[src/rtl/pe_pass_controller.sv]
// Pass sequencer for one convolution PE datapath.
// A job loads the IF window and the filter once. It then runs num filter passes
// over the same window and drains the MAC pipe after each pass.
// Every output is a flop. Each output's next value is decoded from the next state,
// so a pulse is high during exactly the cycle its state occupies.
//
// state   | meaning
// --------+---------------------------------------------------------------
// S_IDLE  | waiting for start; out_count holds the last job's result
// S_LOAD  | clear regs, kick IF and filter loads (1 cycle)
// S_ARM   | kick the read address generator (1 cycle)
// S_RUN   | pass in progress; count psums, ack stride reloads
// S_DRAIN | flush IF_reg/mult_reg for DRAIN_CYCLES; psums still counted
// S_NEXT  | advance filter index, rewind filter, reload IF (1 cycle)
// S_FIN   | done pulse (1 cycle)
module pe_pass_controller #(
  parameter int FILT_CNT_W   = 4,
  parameter int OUT_CNT_W    = 16,
  parameter int DRAIN_CYCLES = 2
) (
  input  logic                  clk,
  input  logic                  rst,
  input  logic                  start,
  input  logic [FILT_CNT_W-1:0] cfg_num_filt,
  input  logic                  cfg_psum_in,
  input  logic                  full_done,
  input  logic                  psum_done,
  input  logic                  stride_pos_ld,
  output logic                  IF_read_start,
  output logic                  filter_read_start,
  output logic                  start_rd_gen,
  output logic                  regs_clr,
  output logic                  IF_mux_sel,
  output logic                  filter_mux_sel,
  output logic                  reset_accumulation,
  output logic                  accumulate_input_psum,
  output logic                  usage_stride_pos_ld,
  output logic                  reset_Filter,
  output logic                  busy,
  output logic                  done,
  output logic [OUT_CNT_W-1:0]  out_count
);

  localparam int DRAIN_W = (DRAIN_CYCLES > 1) ? $clog2(DRAIN_CYCLES) : 1;
  localparam logic [DRAIN_W-1:0] DRAIN_LOAD = DRAIN_W'(DRAIN_CYCLES - 1);

  typedef enum logic [2:0] {
    S_IDLE, S_LOAD, S_ARM, S_RUN, S_DRAIN, S_NEXT, S_FIN
  } state_t;

  state_t                state_q, state_d;
  logic [FILT_CNT_W-1:0] num_q, num_d;
  logic [FILT_CNT_W-1:0] filt_idx_q, filt_idx_d;
  logic                  psum_in_q, psum_in_d;
  logic [OUT_CNT_W-1:0]  out_count_q, out_count_d;
  logic [DRAIN_W-1:0]    drain_cnt_q, drain_cnt_d;
  logic [FILT_CNT_W:0]   pass_next;

  logic if_read_start_q, if_read_start_d;
  logic filter_read_start_q, filter_read_start_d;
  logic start_rd_gen_q, start_rd_gen_d;
  logic regs_clr_q, regs_clr_d;
  logic if_mux_sel_q, if_mux_sel_d;
  logic filter_mux_sel_q, filter_mux_sel_d;
  logic reset_acc_q, reset_acc_d;
  logic acc_in_psum_q, acc_in_psum_d;
  logic usage_ld_q, usage_ld_d;
  logic reset_filter_q, reset_filter_d;
  logic busy_q, busy_d;
  logic done_q, done_d;
  logic in_pass;

  // Extended by one bit so the comparison against num cannot wrap at the top index.
  assign pass_next = {1'b0, filt_idx_q} + (FILT_CNT_W+1)'(1);

  // Next-state, job bookkeeping and counters.
  always_comb begin
    state_d     = state_q;
    num_d       = num_q;
    filt_idx_d  = filt_idx_q;
    psum_in_d   = psum_in_q;
    out_count_d = out_count_q;
    drain_cnt_d = drain_cnt_q;
    case (state_q)
      S_IDLE: begin
        if (start) begin
          num_d       = (cfg_num_filt == '0) ? FILT_CNT_W'(1) : cfg_num_filt;
          psum_in_d   = cfg_psum_in;
          filt_idx_d  = '0;
          out_count_d = '0;
          state_d     = S_LOAD;
        end
      end
      S_LOAD: state_d = S_ARM;
      S_ARM:  state_d = S_RUN;
      S_RUN: begin
        if (psum_done && !(&out_count_q)) out_count_d = out_count_q + OUT_CNT_W'(1);
        if (full_done) begin
          drain_cnt_d = DRAIN_LOAD;
          state_d     = S_DRAIN;
        end
      end
      S_DRAIN: begin
        if (psum_done && !(&out_count_q)) out_count_d = out_count_q + OUT_CNT_W'(1);
        if (drain_cnt_q == '0) begin
          state_d = (pass_next < {1'b0, num_q}) ? S_NEXT : S_FIN;
        end else begin
          drain_cnt_d = drain_cnt_q - DRAIN_W'(1);
        end
      end
      S_NEXT: begin
        filt_idx_d = filt_idx_q + FILT_CNT_W'(1);
        state_d    = S_ARM;
      end
      S_FIN:   state_d = S_IDLE;
      default: state_d = S_IDLE;
    endcase
  end

  // Output decode from the next state so every output comes straight off a flop.
  always_comb begin
    in_pass             = (state_d == S_RUN) || (state_d == S_DRAIN);
    regs_clr_d          = (state_d == S_LOAD) || (state_d == S_NEXT);
    if_read_start_d     = (state_d == S_LOAD) || (state_d == S_NEXT);
    filter_read_start_d = (state_d == S_LOAD);
    start_rd_gen_d      = (state_d == S_ARM);
    reset_filter_d      = (state_d == S_NEXT);
    done_d              = (state_d == S_FIN);
    busy_d              = (state_d != S_IDLE);
    if_mux_sel_d        = in_pass;
    filter_mux_sel_d    = in_pass && (filt_idx_d != '0);
    reset_acc_d         = in_pass && (filt_idx_d != '0);
    acc_in_psum_d       = in_pass && psum_in_d && (filt_idx_d == '0);
    usage_ld_d          = (state_q == S_RUN) && stride_pos_ld;
  end

  // State, bookkeeping and output registers.
  always_ff @(posedge clk or negedge rst) begin
    if (!rst) begin
      state_q             <= S_IDLE;
      num_q               <= '0;
      filt_idx_q          <= '0;
      psum_in_q           <= 1'b0;
      out_count_q         <= '0;
      drain_cnt_q         <= '0;
      if_read_start_q     <= 1'b0;
      filter_read_start_q <= 1'b0;
      start_rd_gen_q      <= 1'b0;
      regs_clr_q          <= 1'b0;
      if_mux_sel_q        <= 1'b0;
      filter_mux_sel_q    <= 1'b0;
      reset_acc_q         <= 1'b0;
      acc_in_psum_q       <= 1'b0;
      usage_ld_q          <= 1'b0;
      reset_filter_q      <= 1'b0;
      busy_q              <= 1'b0;
      done_q              <= 1'b0;
    end else begin
      state_q             <= state_d;
      num_q               <= num_d;
      filt_idx_q          <= filt_idx_d;
      psum_in_q           <= psum_in_d;
      out_count_q         <= out_count_d;
      drain_cnt_q         <= drain_cnt_d;
      if_read_start_q     <= if_read_start_d;
      filter_read_start_q <= filter_read_start_d;
      start_rd_gen_q      <= start_rd_gen_d;
      regs_clr_q          <= regs_clr_d;
      if_mux_sel_q        <= if_mux_sel_d;
      filter_mux_sel_q    <= filter_mux_sel_d;
      reset_acc_q         <= reset_acc_d;
      acc_in_psum_q       <= acc_in_psum_d;
      usage_ld_q          <= usage_ld_d;
      reset_filter_q      <= reset_filter_d;
      busy_q              <= busy_d;
      done_q              <= done_d;
    end
  end

  assign IF_read_start         = if_read_start_q;
  assign filter_read_start     = filter_read_start_q;
  assign start_rd_gen          = start_rd_gen_q;
  assign regs_clr              = regs_clr_q;
  assign IF_mux_sel            = if_mux_sel_q;
  assign filter_mux_sel        = filter_mux_sel_q;
  assign reset_accumulation    = reset_acc_q;
  assign accumulate_input_psum = acc_in_psum_q;
  assign usage_stride_pos_ld   = usage_ld_q;
  assign reset_Filter          = reset_filter_q;
  assign busy                  = busy_q;
  assign done                  = done_q;
  assign out_count             = out_count_q;

endmodule

[config.mk]
export PLATFORM = sky130hd
export DESIGN_NAME = pe_pass_controller
export DESIGN_NICKNAME = d
export VERILOG_FILES = /design/src/rtl/pe_pass_controller.sv
export SDC_FILE = /design/constraint.sdc
export NUM_CORES = 1
export LEC_CHECK = 0
export ABC_AREA = 1
export BUFFER_PORTS_ARGS = -buffer_cell sky130_fd_sc_hd__clkbuf_2
export CAP_MARGIN = 20
export CORE_MARGIN = 2
export CORE_UTILIZATION = 40
export CTS_BUF_LIST = sky130_fd_sc_hd__clkbuf_8
export DETAILED_ROUTE_END_ITERATION = 6
export RECOVER_POWER = 100
export SKIP_CTS_REPAIR_TIMING = 1
export SLEW_MARGIN = 20
export SYNTH_ARGS = -nofsm -noshare
export SYNTH_HDL_FRONTEND = slang
export SYNTH_SLANG_ARGS = --single-unit
[constraint.sdc]
create_clock -name clk -period 2.4 [get_ports clk]
set_clock_uncertainty 0.05 [all_clocks]
set_input_delay 0.12 -clock clk [delete_from_list [all_inputs] [get_ports clk]]
set_output_delay 0.12 -clock clk [all_outputs]
set_load 0.05 [all_outputs]
==> run metrics <==
status=completed; CTS tree=built; Worst Path Arrival=2.23 ns; Cell Area, Synth=0.00207 mm2; Pre-antenna DRT Iters=4; Seq/Total Area, Yosys=47.2%; Switch Pwr=0.00116 W; first-pass GRT wire length=7240 um; layout cells sized above 1=9.51%; Critical Path Stages=10; routed len/inst=11.5 um; total track usage=17.0%; ant diodes=0; cell area power density=1040 mW/mm2; clock buffer depth=2; I/O Buffers=38; WS Path Type=flip-flop to flip-flop; Area Growth Syn to Fin=14.6%; Die Span Y=75.9 um; clock group share of total power=18.0%; hold crit path type=input pin to flip-flop; largest net degree at the start of global routing=40; vias in the first global route=1,570; final setup violation count=0; CP top delay family=simple AND/OR/NAND/NOR gates; initial antenna violation count=0; crit path time final=2.10 ns; flops & latches, synth=39; initial core utilization=41.0%; final net count=320; crit-path max FO=5; R2R Path Start=filt_idx_q[0]; Slew HR=36.1%; slowest CP cell=dfrtp_1; Syn Inst Count=262; # IOs=39; RSZ-0062 raised after global routing=no; Fillers=518; Worst-Skew Late Latency=0.29 ns; Max Fclk=476 MHz; drt drc=0; Fin Setup TNS=0 ns; slew at the pin closest to its max-slew limit=0.959 ns; Final Hold Violating Endpoints=0; switching fraction of total power=47.0%; LEAKAGE=1.19 nW; DRT antenna net count=0; synth unique cells=26; H-tree Lvls=2; CTS buffer count=5; core area=0.00504 mm2; worst setup path end=busy; Syn Area/Cell=7.89 um2; synthesis warning total=0; CP Launch Point=filt_idx_q[0]; internal power=0.00131 W; syn_nets=278; HPWL after DPL=3260 um; Seq pwr share=37.0%; final cell count without fillers=375; VDD IR max=0.500 mV; via count=1,741; gp weighted congestion=0.891; Routed WL=4330 um; clk slew on worst S/H paths=0.08 ns; number of core rows=26; FF-to-FF path depth=10; CP cell instances=ha_1 > xor2_1 > ha_1 > nand2_1 > nand2_1 > nand3_1 > nand3_1 > o21bai_2 > or2_0 > or2_1; commonest cells after routing, fill and taps aside=72 x nand2_1, 39 x dfrtp_1, 33 x inv_1, 29 x nor2_1, 28 x clkbuf_1; drt via density=4.64; fin worst setup slack=0.301 ns; placed instance count=365; most common cell after layout, fill and taps aside=nand2_1; die width=75.9 um; Slew Limit Fails=0; Worst setup SP type=flip-flop; worst reg-to-reg setup slack=0.30 ns; Die ar.=0.00576 mm2; CTS root buf=clkbuf_8; Hold WS=0.0172 ns; CP bufs+invs=0; final worst-path cycle share=87.5%; reg2reg end=busy; Critical Path Max Stage Delay=0.42 ns; DR iter-0 viols=112; gr ovfl total=0; Gate power share=45.1%; crit path capture type=flip-flop; Max-cap violations=0; setup slack at placement=0.294 ns; Worst EP required=2.53 ns; clock sink count=39
state kept, by name (all words and copies together), names as in the netlist, 3 cells and up:
register    cells
filt_idx_q      4
out_count      16
state_q         3
num_q           4
layer usage:
metal  track usage (%)  vias to the layer above  wire length [um]  part of all wire [%]
met3              4.50                        2               143                   3.3
met5                 0                        -                 0                     0
met4              5.65                        0                12                  0.28
met2              26.5                       25              2170                    50
li1                  -                      906                 -                     -
met1              22.9                      808              2000                    46
power by group through the flow:
stage / Clock [W] / Sequential (W) / Combinational [W]
4_1_cts: 0.000468 / 0.000918 / 0.00116
5_1_grt: 0.000489 / 0.000935 / 0.00128
2_1_floorplan: 0 / 0.00113 / 0.000717
3_5_place_dp: 0 / 0.000930 / 0.00116
6_report: 0.000443 / 0.000912 / 0.00111
3_3_place_gp: 0 / 0.000931 / 0.00115
synthesized netlist by cell type:
| master | number | area [um2] |
|---|---|---|
| nor2_1 | 27 | 101 |
| o21ai_1 | 5 | 25.0 |
| inv_2 | 1 | 3.75 |
| a31oi_1 | 1 | 6.26 |
| nand4_1 | 4 | 25.0 |
| o22ai_1 | 1 | 6.26 |
| a21oi_1 | 6 | 30.0 |
| nor3_1 | 4 | 20.0 |
| dfrtp_1 | 39 | 976 |
| xnor2_1 | 1 | 8.76 |
| or2_1 | 2 | 12.5 |
| nand3_2 | 2 | 20.0 |
| xor2_1 | 10 | 87.6 |
| nor2_2 | 6 | 37.5 |
| buf_4 | 2 | 15.0 |
| o21ai_0 | 7 | 35.0 |
| nand2_4 | 1 | 11.3 |
| o21bai_1 | 1 | 7.51 |
| ha_1 | 5 | 62.6 |
| inv_1 | 33 | 124 |
| nand2_2 | 2 | 12.5 |
| o21bai_2 | 1 | 11.3 |
| buf_2 | 2 | 10.0 |
| nand2_1 | 72 | 270 |
| buf_6 | 2 | 22.5 |
| nand3_1 | 25 | 125 |
worst reg2reg max path: stages (launching register included):
cell      delay [ns]
dfrtp_1         0.42
ha_1            0.24
xor2_1          0.18
ha_1            0.32
nand2_1         0.06
nand2_1         0.05
nand3_1         0.06
nand3_1         0.12
o21bai_2        0.08
or2_0           0.21
or2_1           0.20
cell type report:
class                      count  area [um2]  share of cell area (%)
timing repair buffer          41         183                    7.71
tap                           70        87.6                    3.70
sequential                    39         976                    41.2
inverter                      34         128                    5.39
multi-input combinational    183         906                    38.2
clock inverter                 3        20.0                   0.845
clock buffer                   5        68.8                    2.91
how the worst min path moves through the flow:
stage,from,to,slack [ns],cells after the start
after floorplan,rst,IF_mux_sel,-0.23,0
after global placement,rst,out_count[3],0.27,1
after detailed placement,stride_pos_ld,usage_stride_pos_ld,0.27,3
after CTS,stride_pos_ld,usage_stride_pos_ld,-0.06,3
after global routing,cfg_psum_in,psum_in_q,0.03,3
final,cfg_psum_in,psum_in_q,0.02,3
metrics by stage:
stage	util (%)	cell area [um2]	total power, W
floorplan	-	2070	0.00185
global placement	45.7	2300	0.00208
detailed placement	45.7	2300	0.00209
CTS	47.5	2390	0.00255
global route	47.0	2370	0.00270
finish	47.0	2370	0.00247
cell families after synthesis:
family          Yosys count  share of synthesized area [%]
simple gates            145                           30.8
buf+inv                  40                           8.47
flops                    39                           47.2
xor+xnor                 11                           4.66
compound gates           22                           5.87
fa+ha+maj                 5                           3.03
No activity file was read; power rests on OpenSTA's default activity.
